==> config.mk <==
export PLATFORM = sky130hd
export DESIGN_NAME = pwm_capture
export DESIGN_NICKNAME = d
export VERILOG_FILES = /design/src/rtl/pwm_capture.sv
export SDC_FILE = /design/constraint.sdc
export NUM_CORES = 1
export LEC_CHECK = 0
export ABC_AREA = 1
export BUFFER_PORTS_ARGS = -buffer_cell sky130_fd_sc_hd__buf_2
export CORE_ASPECT_RATIO = 1.1
export CORE_MARGIN = 4
export CORE_UTILIZATION = 55
export DETAILED_ROUTE_END_ITERATION = 10
export PLACE_DENSITY = 0.75
export SYNTH_ARGS = -nofsm -noshare
export SYNTH_HDL_FRONTEND = slang
export SYNTH_HIERARCHICAL = 1
export SYNTH_SLANG_ARGS = --single-unit
==> constraint.sdc <==
create_clock -name clk -period 1.7 [get_ports clk]
set_input_delay 0.425 -clock clk [delete_from_list [all_inputs] [get_ports clk]]
set_output_delay 0.425 -clock clk [all_outputs]
set_load 0.01 [all_outputs]
==> src/rtl/pwm_capture.sv <==
// pwm_capture: two-channel PWM decoder. It measures the high time of each
// PWM line and recovers the 6-bit duty value. A new value is reported once
// per completed period. A channel is flagged as lost when no rising edge is
// accepted within TIMEOUT_CYCLES.
// Optional build macro PWM_CAPTURE_FILTER_EN: adds a per-channel glitch
// filter of FILTER_CYCLES stable samples after the synchronizer.

module pwm_capture_ch #(
    parameter int unsigned STEP_CYCLES    = 100,
    parameter int unsigned TIMEOUT_CYCLES = 16384,
    parameter int unsigned FILTER_CYCLES  = 4
) (
    input  logic       clk,
    input  logic       reset,
    input  logic       pwm_in,
    output logic [5:0] duty_out,
    output logic       valid,
    output logic       lost
);

    localparam int unsigned SW = (STEP_CYCLES > 1) ? $clog2(STEP_CYCLES) : 1;
    localparam int unsigned TW = $clog2(TIMEOUT_CYCLES + 1);

    // Edge detection stays disarmed until every stage in front of the
    // delayed copy holds a real post-reset sample. Otherwise a line that is
    // already high when reset releases would look like a fresh rising edge.
`ifdef PWM_CAPTURE_FILTER_EN
    localparam logic [2:0] PRIME_DEPTH = 3'd4;
`else
    localparam logic [2:0] PRIME_DEPTH = 3'd3;
`endif

    typedef enum logic [1:0] {WAIT_RISE, HIGH, LOW} state_t;

    state_t          state, state_next;
    logic            sync_1, sync_2, line, line_d;
    logic [2:0]      prime_cnt;
    logic            primed, rise, fall;
    logic [SW-1:0]   step_cnt;
    logic [5:0]      units, units_inc, hold_units;
    logic [TW-1:0]   since_rise;
    logic            wrap, timeout_hit;
    logic            start_meas, capture, latch_hold, time_out;

    // Two-flop synchronizer, delayed copy for edge detect, and the arming counter
    always_ff @(posedge clk) begin
        if (reset) begin
            sync_1    <= 1'b0;
            sync_2    <= 1'b0;
            line_d    <= 1'b0;
            prime_cnt <= '0;
        end else begin
            sync_1 <= pwm_in;
            sync_2 <= sync_1;
            line_d <= line;
            if (!primed)
                prime_cnt <= prime_cnt + 3'd1;
        end
    end

    assign primed = (prime_cnt == PRIME_DEPTH);

`ifdef PWM_CAPTURE_FILTER_EN
    localparam int unsigned FW = $clog2(FILTER_CYCLES + 1);
    logic [FW-1:0] filt_cnt;

    // Glitch filter: follow the synchronized line only after it has differed for FILTER_CYCLES cycles
    always_ff @(posedge clk) begin
        if (reset) begin
            line     <= 1'b0;
            filt_cnt <= '0;
        end else if (!primed) begin
            line     <= sync_2;
            filt_cnt <= '0;
        end else if (sync_2 != line) begin
            if (filt_cnt == FW'(FILTER_CYCLES - 1)) begin
                line     <= sync_2;
                filt_cnt <= '0;
            end else begin
                filt_cnt <= filt_cnt + 1'b1;
            end
        end else begin
            filt_cnt <= '0;
        end
    end
`else
    assign line = sync_2;

    // FILTER_CYCLES shapes only the filtered build.
    if (FILTER_CYCLES == 0) begin : g_filter_unused
    end
`endif

    assign rise = primed & line & ~line_d;
    assign fall = primed & ~line & line_d;

    assign wrap        = (step_cnt == SW'(STEP_CYCLES - 1));
    assign units_inc   = (wrap && units != 6'd63) ? units + 6'd1 : units;
    assign timeout_hit = (since_rise == TW'(TIMEOUT_CYCLES));

    // State register
    always_ff @(posedge clk) begin
        if (reset)
            state <= WAIT_RISE;
        else
            state <= state_next;
    end

    // Next-state logic; in LOW a rising edge beats a coincident timeout
    always_comb begin
        state_next = state;
        case (state)
            WAIT_RISE: if (rise) state_next = HIGH;
            HIGH: begin
                if (timeout_hit)
                    state_next = WAIT_RISE;
                else if (fall)
                    state_next = LOW;
            end
            LOW: begin
                if (rise)
                    state_next = HIGH;
                else if (timeout_hit)
                    state_next = WAIT_RISE;
            end
            default: state_next = WAIT_RISE;
        endcase
    end

    // Datapath strobes derived from state and line events
    always_comb begin
        start_meas = 1'b0;
        capture    = 1'b0;
        latch_hold = 1'b0;
        time_out   = 1'b0;
        case (state)
            WAIT_RISE: start_meas = rise;
            HIGH: begin
                time_out   = timeout_hit;
                latch_hold = fall & ~timeout_hit;
            end
            LOW: begin
                capture    = rise;
                start_meas = rise;
                time_out   = timeout_hit & ~rise;
            end
            default: ;
        endcase
    end

    // Measurement counters and registered outputs
    always_ff @(posedge clk) begin
        if (reset) begin
            step_cnt   <= '0;
            units      <= '0;
            hold_units <= '0;
            since_rise <= '0;
            duty_out   <= '0;
            valid      <= 1'b0;
            lost       <= 1'b1;
        end else begin
            valid <= capture;

            if (start_meas) begin
                step_cnt <= '0;
                units    <= '0;
            end else if (state == HIGH) begin
                step_cnt <= wrap ? '0 : step_cnt + 1'b1;
                units    <= units_inc;
            end

            // The falling-edge cycle is itself a high cycle, so it is counted in.
            if (latch_hold)
                hold_units <= units_inc;

            if (start_meas || time_out)
                since_rise <= '0;
            else if (state != WAIT_RISE && !timeout_hit)
                since_rise <= since_rise + 1'b1;

            if (capture) begin
                duty_out <= hold_units;
                lost     <= 1'b0;
            end else if (time_out) begin
                duty_out <= {6{line}};
                lost     <= 1'b1;
            end
        end
    end

endmodule

module pwm_capture #(
    parameter int unsigned STEP_CYCLES    = 100,
    parameter int unsigned TIMEOUT_CYCLES = 16384,
    parameter int unsigned FILTER_CYCLES  = 4
) (
    input  logic       clk,
    input  logic       reset,
    input  logic       pwm_in_0,
    input  logic       pwm_in_1,
    output logic [5:0] duty_out_0,
    output logic [5:0] duty_out_1,
    output logic       valid_0,
    output logic       valid_1,
    output logic       lost_0,
    output logic       lost_1
);

    pwm_capture_ch #(
        .STEP_CYCLES    (STEP_CYCLES),
        .TIMEOUT_CYCLES (TIMEOUT_CYCLES),
        .FILTER_CYCLES  (FILTER_CYCLES)
    ) u_ch0 (
        .clk      (clk),
        .reset    (reset),
        .pwm_in   (pwm_in_0),
        .duty_out (duty_out_0),
        .valid    (valid_0),
        .lost     (lost_0)
    );

    pwm_capture_ch #(
        .STEP_CYCLES    (STEP_CYCLES),
        .TIMEOUT_CYCLES (TIMEOUT_CYCLES),
        .FILTER_CYCLES  (FILTER_CYCLES)
    ) u_ch1 (
        .clk      (clk),
        .reset    (reset),
        .pwm_in   (pwm_in_1),
        .duty_out (duty_out_1),
        .valid    (valid_1),
        .lost     (lost_1)
    );

endmodule

==> run metrics, run 1 <==
status=completed; grt total ovfl=0; CTS Sinks=100; worst hold path class=in2reg; Hold Path Sink=u_ch1/sync_1$_SDFF_PP0_; Unique masters post-synth=31; Mapped Area=~0.0054 sq mm; synthesized flop and latch total=100; Pins Over Slew Limit=0; hold wc startpoint=pwm_in_1; starting density of the core=57.0%; Worst Path Arrival=1.98 ns; Max-Cap Viols=0; R2R Path End=u_ch1/units[3]$_SDFFE_PP0P_; CTS buffer count=9; drt total wl=11.8 mm; IO Port Bufs=19; I/O pin cnt=20; largest family of logic cells by synthesized area=simple AND/OR/NAND/NOR gates; Die Area=0.0115 sq mm; sequential fraction of the synthesis area=37.0%; vias in the first global route=4493; post-synth top area cell=dfxtp_1; Crit path required time=2.02 ns; GRT Total Usage=between 20% and 30%; global placement routability congestion=around 0.93; Max IR drop VDD=0.469 mV; placed cells=929; TNS Setup=0 ns; TritonCTS clock tree=done; largest net degree at the start of global routing=16; worst clock skew=0.00910 ns; wire per inst=about 12 microns; post-route ant nets=0; Ant. Diodes=0; final setup fails=0; Residual DRC=0; origin of the critical flop-to-flop path=u_ch1/state[0]$_SDFFE_PP0P_; CP endpoint kind=flop; # hold bufs at CTS=0; top-area cell type share of the netlist area=37.0%; FF-to-FF path depth=9; Hold Slack=0.262 ns; Final Net Count=864; H-Tree Depth=3; fin crit share=97.7%; worst-margin pin slew=between 0.4 and 0.5 ns; antenna violations before repair=0; most frequent cells in the layout=nand2_1 (158), nor2_1 (122), inv_1 (101); top cells by area, synth=dfxtp_1 (37%), nand2_1 (11%), nor2_1 (8.9%); worst hold path cell count=3; R2R Setup Slk=0.04 ns; post-layout minimum cycle time=about 1.7 ns; Syn-to-layout area delta=14.7%; complex-gate fraction of the synthesized area=10.4%; initial drt markers=approximately 250; die height=112 microns; unrepaired setup endpoints after global routing=yes; Cells after Synth=around 790; post-DP HPWL=8.19 mm; drt first pass iters=5; critical path class=reg2reg; cell row count=37; XOR/XNOR share of the synthesized area=2.59%; Via density=between 5 and 6; syn_area_per_cell=6.81 sq um; Total Power=0.00515 W; YS warnings=6; Clock Latency Late Sink=0.37 ns; clk buf depth=2; CP Max Fanout=4; fraction of synthesized area in multiplexers=0%; relative slew slack=71.6%; clock tree root buffer cell=clkbuf_8; share of cells above drive strength 1=18.2%; fin cells=between 900 and 1000; power per cell area=830 mW/mm^2; Fmax achieved=602 MHz; core box area=0.00949 sq mm; first-pass GRT wire length=19.4 mm; final core occ=between 60 and 70%; simple-gate portion of the synthesized area=about a third; Pleak=2.85 nW; adder-cell share of the synthesized area=4.63%; clock slew at reported path FFs=0.10 ns; type of origin of the critical path=flop; syn nets=just over 800; most common cell after layout, fill and taps aside=nand2_1; # fillers=821; total number of vias=a little under 5000; Die Span X=103 microns; Hold Fails Final Rpt=0
state kept, by name, summed over array words and instances, names as in the netlist, 2 cells and up:
register and cells:
u_ch0/step_cnt 7, u_ch0/since_rise 15, u_ch1/prime_cnt 3, u_ch1/units 6, u_ch0/duty_out 6, u_ch0/units 6
u_ch0/hold_units 6, u_ch1/duty_out 6, u_ch1/step_cnt 7, u_ch1/hold_units 6, u_ch1/state 2, u_ch1/since_rise 15
u_ch0/state 2, u_ch0/prime_cnt 3
synthesized netlist by cell type:
library cell,number
xnor2_1,6
ha_1,20
nand2_2,8
inv_2,10
buf_6,4
o21ai_4,2
buf_2,8
nand2_1,160
nand4_1,2
inv_4,2
o21ai_0,40
inv_1,110
nor2_1,128
nor3_1,18
nand2_4,4
o21a_1,2
a21oi_1,42
clkbuf_1,4
o21ai_1,8
nand3_2,6
nor2_4,4
a21boi_1,2
o21ai_2,2
nand3b_1,14
o21bai_1,2
nand3_1,54
dfxtp_1,100
nor3b_1,8
a21o_1,2
xor2_1,10
nor2_2,12
cell families (layout without fill, tap and decap cells):
kind of cell,after synthesis,after routing
AO/OA/AOI/OAI,102,103
buffers and inverters,138,187
AND/OR/NAND/NOR,418,418
adder cells (fa/ha/maj),20,20
flip-flops,100,100
XOR/XNOR,16,16
where the power goes:
part / switching (W) / total [W] / internal [W] / leakage [nW]
logic: 0.000620 / 0.00101 / 0.000389 / 1.94
clock network: 0.000801 / 0.00151 / 0.000711 / 0.0914
registers: 0.000132 / 0.00263 / 0.00250 / 0.813
worst max-delay path by stage:
stage                                     start                               end  slack (ns)  cells past startpoint
2_1_floorplan   u_ch0/prime_cnt[0]$_SDFFE_PP0P_    u_ch0/duty_out[0]$_SDFFE_PP0P_        0.07                      9
3_3_place_gp    u_ch1/prime_cnt[0]$_SDFFE_PP0P_  u_ch1/since_rise[0]$_SDFFE_PP0P_        0.04                     10
3_5_place_dp    u_ch1/prime_cnt[0]$_SDFFE_PP0P_    u_ch1/duty_out[2]$_SDFFE_PP0P_       -0.02                     10
4_1_cts         u_ch0/prime_cnt[0]$_SDFFE_PP0P_  u_ch0/since_rise[0]$_SDFFE_PP0P_        0.02                     10
5_1_grt        u_ch0/since_rise[0]$_SDFFE_PP0P_    u_ch0/duty_out[3]$_SDFFE_PP0P_       -0.08                     13
6_report            u_ch1/state[0]$_SDFFE_PP0P_       u_ch1/units[3]$_SDFFE_PP0P_        0.04                      9
routing by layer:
metal	up-vias	global-route usage, %	wire, microns
met5	-	0	0
met4	0	7.87	179
met3	17	3.67	444
met2	88	32.5	5640
met1	2237	27.6	5520
li1	2581	-	-
per-stage QoR:
| stage | area [sq um] | worst slack [ns] |
|---|---|---|
| 4_1_cts | 5890 | 0.0230 |
| 6_report | 6210 | 0.0393 |
| 5_1_grt | 6210 | -0.0786 |
| 2_1_floorplan | 5410 | 0.0705 |
| 3_5_place_dp | 5690 | -0.0209 |
| 3_3_place_gp | 5690 | 0.0385 |
final cells by class:
| type | count | area, sq um | area share (%) |
|---|---|---|---|
| clock buffer | 11 | 141 | 2.28 |
| timing repair inverter | 2 | 13.8 | 0.222 |
| timing repair buffer | 48 | 373 | 6.01 |
| multi-input combinational | 557 | 2990 | 48.1 |
| clock inverter | 4 | 50.0 | 0.806 |
| inverter | 122 | 480 | 7.74 |
| tap | 117 | 146 | 2.36 |
| sequential | 100 | 2020 | 32.5 |
worst max-delay path: stages (launching register included):
cell and delay (ns):
dfxtp_1 0.38, inv_1 0.10, ha_1 0.23, inv_2 0.11
a21oi_2 0.08, nor2_4 0.23, clkinvlp_4 0.19, a21oi_1 0.15
o21ai_0 0.10, inv_1 0.05
timing repair:
| action | 4_1_cts | 5_1_grt |
|---|---|---|
| gates resized for setup | 3 | 58 |
| endpoints found under the setup margin | 25 | 68 |
| pin swaps | 0 | 19 |
| setup buffers | 0 | 12 |
| gates cloned | 0 | 5 |
Power figures use the tool's default switching activity.
==> run 2: changes to the inputs <==
--- a/config.mk
+++ b/config.mk
@@ -12,7 +12,9 @@
 export CORE_UTILIZATION = 55
 export DETAILED_ROUTE_END_ITERATION = 10
 export PLACE_DENSITY = 0.75
+export SETUP_SLACK_MARGIN = 0.15
 export SYNTH_ARGS = -nofsm -noshare
 export SYNTH_HDL_FRONTEND = slang
 export SYNTH_HIERARCHICAL = 1
 export SYNTH_SLANG_ARGS = --single-unit
+export TNS_END_PERCENT = 100
==> constraint.sdc (replaced) <==
create_clock -name clk -period 1.7 [get_ports clk]
set_input_delay 0.425 -clock clk [delete_from_list [all_inputs] [get_ports clk]]
set_output_delay 0.425 -clock clk [all_outputs]
set_load 0.05 [all_outputs]
==> run 2 against run 1 <==
Effect of this change: sequential share of layout area fell by 2.5 points; combinational power increased by 28%; design area is 9.5% higher; largest cell class unchanged; highest routed layer unchanged.
==> run metrics, run 2 (synthesized netlist as in run 1, its figures left out) <==
Final Net Count=878 (+1.6%); initial drt markers=286 (+14%); fin crit share=93.1% (-4.6 points); Met1 Routed Length=5.36 mm (-2.9%); FF-to-FF path depth=10 (+1); Hold Fails Final Rpt=0 (unchanged); R2R Setup Slk=0.12 ns (+0.08 ns); Clock Latency Late Sink=0.37 ns (about the same); die height=112 microns (unchanged); Syn-to-layout area delta=25.6%; status=completed; power per cell area=825 mW/mm^2 (-0.62%); Residual DRC=0 (unchanged); most common cell after layout, fill and taps aside=nand2_1; worst hold path class=in2reg; core box area=0.00949 sq mm (unchanged); Total Power=0.00561 W (+8.8%); relative slew slack=69.6% (-1.9 points); origin of the critical flop-to-flop path=u_ch1/prime_cnt[0]$_SDFFE_PP0P_; Pleak=2.92 nW (+2.5%); Pins Over Slew Limit=0 (unchanged); flip-flop and latch area=0.00203 sq mm (+0.87%); routed wl met2=6.59 mm (+17%); Max-Cap Viols=0 (unchanged); clock tree root buffer cell=clkbuf_8; worst clock skew=0.00821 ns (-0.000893 ns); clk buf depth=2 (unchanged); GRT Total Usage=21.1% (+0.55 points); IO Port Bufs=19 (unchanged); post-DP HPWL=7.96 mm (-2.8%); H-Tree Depth=3 (unchanged); critical path class=reg2reg; Hold Path Sink=u_ch1/sync_1$_SDFF_PP0_; Die Span X=103 microns (unchanged); worst hold path cell count=3 (unchanged); R2R Path End=u_ch1/duty_out[2]$_SDFFE_PP0P_; share of cells above drive strength 1=30.5% (+12 points); CP endpoint kind=flop; drt first pass iters=5 (unchanged); post-layout minimum cycle time=1.58 ns (-0.0775 ns); Worst Path Arrival=1.90 ns (-0.08 ns); Max Used Layer=met4; clock slew at reported path FFs=0.09 ns (about the same); starting density of the core=57.0% (unchanged); most frequent cells in the layout=nand2_1 (142), nor2_1 (104), inv_1 (94); biggest regs=u_ch0/since_rise: 15 flops, u_ch1/since_rise: 15 flops; hold wc startpoint=pwm_in_1; first-pass GRT wire length=20.2 mm (+3.9%); total number of vias=5122 (+4.0%); global placement routability congestion=0.874 (-5.5%); cell row count=37 (unchanged); type of origin of the critical path=flop; TritonCTS clock tree=done; CTS Sinks=100 (unchanged); worst-margin pin slew=0.455 ns (+0.0288 ns); Die Area=0.0115 sq mm (unchanged); # fillers=730 (-11%); wire per inst=12.8 microns (+4.7%); # hold bufs at CTS=0 (unchanged); CTS buffer count=9 (unchanged); grt total ovfl=0 (unchanged); final core occ=71.6% (+6.2 points); unrepaired setup endpoints after global routing=yes; drt total wl=12.5 mm (+6.3%); Ant. Diodes=0 (unchanged); Fmax achieved=632 MHz (+4.9%); antenna violations before repair=0 (unchanged); I/O pin cnt=20 (unchanged); CP Max Fanout=7 (+3); Crit path required time=2.01 ns (about the same); multi-input logic area=0.00343 sq mm (+15%); vias in the first global route=4826 (+7.4%); Max IR drop VDD=0.451 mV (-3.7%); final setup fails=0 (unchanged); post-route ant nets=0 (unchanged); Via density=5.25 (+2.4%); largest net degree at the start of global routing=17 (+1); met3 wire len=351 microns (-21%)
run 2: cell types whose count changed in the layout (fill, tap and decap cells not counted), sizes merged:
cell,before,now
clkinv,1,2
buf,46,60
bufinv,1,2
inv,123,124
clkbuf,13,10
o21ai,53,54
run 2: routing by layer:
layer | global-route usage (%) | vias up
met5 | 0 | -
met1 | 25.2 | 2390
met3 | 2.92 | 18
met4 | 8.31 | 0
met2 | 37.4 | 89
li1 | - | 2625
run 2: report_power, final:
| part | switching [W] | internal, W |
|---|---|---|
| Combinational | 0.000745 | 0.000546 |
| Sequential | 0.000149 | 0.00251 |
| Clock | 0.000823 | 0.000829 |
| Total | 0.00172 | 0.00389 |
run 2: through the flow:
| stage | area [sq um] | TNS (ns) | worst slack, ns | hold WS (ns) | instances |
|---|---|---|---|---|---|
| global placement | 5670 | 0 | 0.0833 | 0.397 | 928 |
| CTS | 6110 | 0 | 0.145 | 0.245 | 956 |
| finish | 6790 | 0 | 0.117 | 0.260 | 976 |
| detailed placement | 5670 | 0 | 0.0208 | 0.402 | 928 |
| floorplan | 5430 | 0 | 0.168 | 0.388 | 794 |
| global route | 6790 | -0.00746 | -0.00746 | 0.270 | 976 |
run 2: worst max path at each step:
stage | startpoint | end | depth (start not counted) | slack (ns)
2_1_floorplan | u_ch0/prime_cnt[0]$_SDFFE_PP0P_ | u_ch0/duty_out[0]$_SDFFE_PP0P_ | 9 | 0.17
3_3_place_gp | u_ch1/prime_cnt[0]$_SDFFE_PP0P_ | u_ch1/duty_out[4]$_SDFFE_PP0P_ | 9 | 0.08
3_5_place_dp | u_ch0/prime_cnt[0]$_SDFFE_PP0P_ | u_ch0/duty_out[4]$_SDFFE_PP0P_ | 9 | 0.02
4_1_cts | u_ch0/state[0]$_SDFFE_PP0P_ | u_ch0/since_rise[14]$_SDFFE_PP0P_ | 9 | 0.15
5_1_grt | u_ch0/prime_cnt[0]$_SDFFE_PP0P_ | u_ch0/duty_out[1]$_SDFFE_PP0P_ | 10 | -0.007
6_report | u_ch1/prime_cnt[0]$_SDFFE_PP0P_ | u_ch1/duty_out[2]$_SDFFE_PP0P_ | 10 | 0.12
run 2: critical path, stage by stage (launching register included):
cell and delay [ns]:
dfxtp_2 0.35, ha_4 0.16, ha_4 0.16, nand3_4 0.09
nand2_2 0.08, a21boi_2 0.19, nand2_4 0.12, buf_6 0.15
nand3b_1 0.08, nand2_1 0.06, nor2_1 0.10
run 2: layout make-up:
class / instances / area share [%]
clock inverters: 6 / 1.31
multi-input cells: 558 / 50.5
repair inverters: 3 / 0.368
clock buffers: 10 / 1.88
well taps: 117 / 2.15
inverters: 122 / 7.29
flip-flops and latches: 100 / 29.9
repair buffers: 60 / 6.59
run 2: timing repair:
| action | CTS | global route |
|---|---|---|
| gates resized for setup | 47 | 160 |
| setup endpoints to repair | 64 | 84 |
| gates cloned | 3 | 4 |
| setup buffers | 9 | 16 |
| pin swaps | 16 | 39 |
==> run 3: changes to the inputs <==
--- a/config.mk
+++ b/config.mk
@@ -5,7 +5,6 @@
 export SDC_FILE = /design/constraint.sdc
 export NUM_CORES = 1
 export LEC_CHECK = 0
-export ABC_AREA = 1
 export BUFFER_PORTS_ARGS = -buffer_cell sky130_fd_sc_hd__buf_2
 export CORE_ASPECT_RATIO = 1.1
 export CORE_MARGIN = 4
==> run 3 against run 2 <==
Effect of this change: the flow now finishes with violations (setup timing); sequential share of layout area decreased by 1.2 points; combinational power is 69% lower; synthesized cell count fell by 32%; critical endpoint is now u_ch0/since_rise[11]$_SDFFE_PP0P_; largest power group unchanged; highest routed layer unchanged.
==> run metrics, run 3 <==
status=finished, violations left; failing checks=setup timing; clock slew at reported path FFs=0.09 ns (about the same); core box area=0.00850 sq mm (-10%); wire per inst=19.6 microns (+53%); drt total wl=15.3 mm (+22%); power per cell area=588 mW/mm^2 (-29%); # fillers=413 (-43%); multi-input logic area=0.00359 sq mm (+4.7%); initial drt markers=392 (+37%); Die Area=0.0104 sq mm (-9.6%); syn nets=564 (-31%); cell row count=35 (-5.4%); Syn-to-layout area delta=48.2%; most frequent cells in the layout=buf_4 (76), dfxtp_1 (69), nor2_1 (56); slowest CP cell=nor4_1; final core occ=84.6% (+13 points); biggest regs=u_ch0/since_rise: 15 flops, u_ch1/since_rise: 15 flops; post-synth top area cell=dfxtp_1; Pleak=2.50 nW (-14%); origin of the critical flop-to-flop path=u_ch0/state[1]$_SDFFE_PP0P_; CP Max Fanout=6 (-1); Synth top cells by count=dfxtp_1 (100), nor2_1 (86), nand2_1 (32); R2R Setup Slk=-0.09 ns (-0.20 ns); hold wc startpoint=pwm_in_0; synthesized flop and latch total=100 (unchanged); GRT Total Usage=23.8% (+2.7 points); top cells by area, synth=dfxtp_1 (41%), nor2_1 (6.7%), ha_1 (5.2%); critical path class=reg2reg; post-layout minimum cycle time=1.79 ns (+0.204 ns); most common cell after layout, fill and taps aside=buf_4; post-route ant nets=0 (unchanged); worst clock skew=0.0111 ns (+0.00292 ns); Worst Path Arrival=2.05 ns (+0.15 ns); Pins Over Slew Limit=0 (unchanged); I/O pin cnt=20 (unchanged); Final Cell Area=0.00718 sq mm (+5.7%); clk buf depth=2 (unchanged); R2R Path End=u_ch0/since_rise[11]$_SDFFE_PP0P_; largest family of logic cells by synthesized area=simple AND/OR/NAND/NOR gates; global placement routability congestion=0.818 (-6.4%); adder-cell share of the synthesized area=5.16% (+0.54 points); drt first pass iters=5 (unchanged); top-area cell type share of the netlist area=41.3% (+4.3 points); sequential fraction of the synthesis area=41.3% (+4.3 points); flip-flop and latch area=0.00206 sq mm (+1.4%); CP endpoint kind=flop; unrepaired setup endpoints after global routing=yes; starting density of the core=57.1% (about the same); Synth Flop Type=dfxtp_1; Max-Cap Viols=0 (unchanged); final worst slack=-0.0873 ns (-0.204 ns); post-DP HPWL=7.92 mm (-0.54%); syn_area_per_cell=8.98 sq um (+32%); TNS Setup=-0.484 ns (-0.484 ns); type of origin of the critical path=flop; IO Port Bufs=19 (unchanged); Unique masters post-synth=49 (+58%); grt total ovfl=0 (unchanged); Via density=6.16 (+17%); simple-gate portion of the synthesized area=24.0% (-11 points); CTS Sinks=100 (unchanged); Die Span X=97.5 microns (-4.9%); complex-gate fraction of the synthesized area=16.3% (+6.0 points); CP cell instances=inv_4 > ha_4 > nand4b_1 > nor4_1 > xnor2_1 > nor2_4; worst-margin pin slew=0.502 ns (+0.0465 ns); total number of vias=4813 (-6.0%); Placed Instance Area=0.00564 sq mm (-0.49%); # hold bufs at CTS=0 (unchanged); worst hold path cell count=2 (-1); Crit path required time=1.96 ns (-0.05 ns); TritonCTS clock tree=done; worst hold path class=in2reg; slowest stage delay, CP=0.52 ns (+0.17 ns); Cells after Synth=540 (-32%); vias in the first global route=4507 (-6.6%); first-pass GRT wire length=20.7 mm (+2.5%); antenna violations before repair=0 (unchanged); share of cells above drive strength 1=49.4% (+19 points); Ant. Diodes=0 (unchanged); fraction of synthesized area in multiplexers=2.48% (+2.5 points); die height=106 microns (-5.0%); relative slew slack=66.1% (-3.5 points); CTS buffer count=9 (unchanged); FF-to-FF path depth=6 (-4); largest net degree at the start of global routing=20 (+3); Fmax achieved=559 MHz (-11%); Final Net Count=689 (-22%); fin crit share=105% (+12 points); Post-synth EDFFs=0 (unchanged); Mapped Area=0.00485 sq mm (-10%); top-count cell post-synth=dfxtp_1; Hold Path Sink=u_ch0/sync_1$_SDFF_PP0_; Max IR drop VDD=0.375 mV (-17%); clock tree root buffer cell=clkbuf_8; H-Tree Depth=3 (unchanged); YS warnings=6 (unchanged); XOR/XNOR share of the synthesized area=7.59% (+5.0 points); Hold Slack=0.268 ns (+0.00783 ns); Clock Latency Late Sink=0.37 ns (about the same); Hold Fails Final Rpt=0 (unchanged); final setup fails=24 (+24); asr flop ratio synth=0% (unchanged); Residual DRC=0 (unchanged)
run 3: changes by cell type in the layout (fill, tap and decap cells not counted), moves of 13 or more:
cell	previous run	this run
nand2_1	142	32
inv_1	94	17
nor2_1	104	56
buf_4	29	76
nand3_1	39	12
a21oi_1	31	6
nand2_2	21	0
xnor2_1	6	25
nand3_2	17	0
nor2_2	26	9
a211oi_2	0	15
inv_2	20	5
buf_6	12	25
o21ai_0	29	16
run 3: cells by family after synthesis:
family,Yosys count
and+or+nand+nor,212
AOI/OAI and AO/OA,114
DFF,100
xor gates and xnor gates,42
buffers and inverters,40
adders and majority gates,20
muxes,12
run 3: per-stage QoR:
step / worst slack (ns) / cells / power [W]
4_1_cts: 0.0541 / 760 / 0.00412
2_1_floorplan: 0.0115 / 540 / 0.00265
3_5_place_dp: -0.0194 / 713 / 0.00273
5_1_grt: -0.151 / 781 / 0.00436
3_3_place_gp: 0.0451 / 713 / 0.00270
6_report: -0.0873 / 781 / 0.00422
run 3: worst max-delay path: cells and delay by family, from the launching register on:
family	cells	cell delay (ns)
adders and majority gates	1	0.17
buffers and inverters	1	0.05
DFF	1	0.38
and+or+nand+nor	3	0.82
xor gates and xnor gates	1	0.26
run 3: layer usage:
| metal | GRT usage (%) | wire length (microns) |
|---|---|---|
| met5 | 0 | 0 |
| met4 | 8.80 | 473 |
| met3 | 4.33 | 687 |
| met2 | 44.5 | 8110 |
| met1 | 26.7 | 6060 |
run 3: worst max-delay path by stage:
stage	startpoint	endpoint	slack, ns	cells past startpoint
floorplan	u_ch0/prime_cnt[0]$_SDFFE_PP0P_	u_ch0/duty_out[0]$_SDFFE_PP0P_	0.01	6
global placement	u_ch0/state[1]$_SDFFE_PP0P_	u_ch0/duty_out[2]$_SDFFE_PP0P_	0.05	6
detailed placement	u_ch0/step_cnt[4]$_SDFFE_PP0P_	u_ch0/units[5]$_SDFFE_PP0P_	-0.02	4
CTS	u_ch0/state[0]$_SDFFE_PP0P_	u_ch0/since_rise[14]$_SDFFE_PP0P_	0.05	6
global route	u_ch0/state[1]$_SDFFE_PP0P_	u_ch0/since_rise[11]$_SDFFE_PP0P_	-0.15	6
finish	u_ch0/state[1]$_SDFFE_PP0P_	u_ch0/since_rise[11]$_SDFFE_PP0P_	-0.09	6
run 3: what timing repair did:
item,in CTS,in global routing
buffers inserted,30,19
cloned,1,2
setup endpoints to repair,74,79
gates resized for setup,86,143
pin swaps,48,55
run 3: cell type report:
class | instances | share of cell area [%]
Multi-Input combinational cell | 400 | 49.9
Inverter | 26 | 1.53
Clock inverter | 5 | 0.522
Sequential cell | 100 | 28.7
Tap cell | 111 | 1.93
Timing Repair Buffer | 128 | 15.4
Clock buffer | 11 | 1.97
run 3: power breakdown:
| part | internal (W) | leakage, nW | switching (W) |
|---|---|---|---|
| logic | 0.000189 | 1.59 | 0.000213 |
| clock network | 0.000575 | 0.0855 | 0.000836 |
| registers | 0.00237 | 0.825 | 0.0000395 |
| total | 0.00313 | 2.50 | 0.00109 |
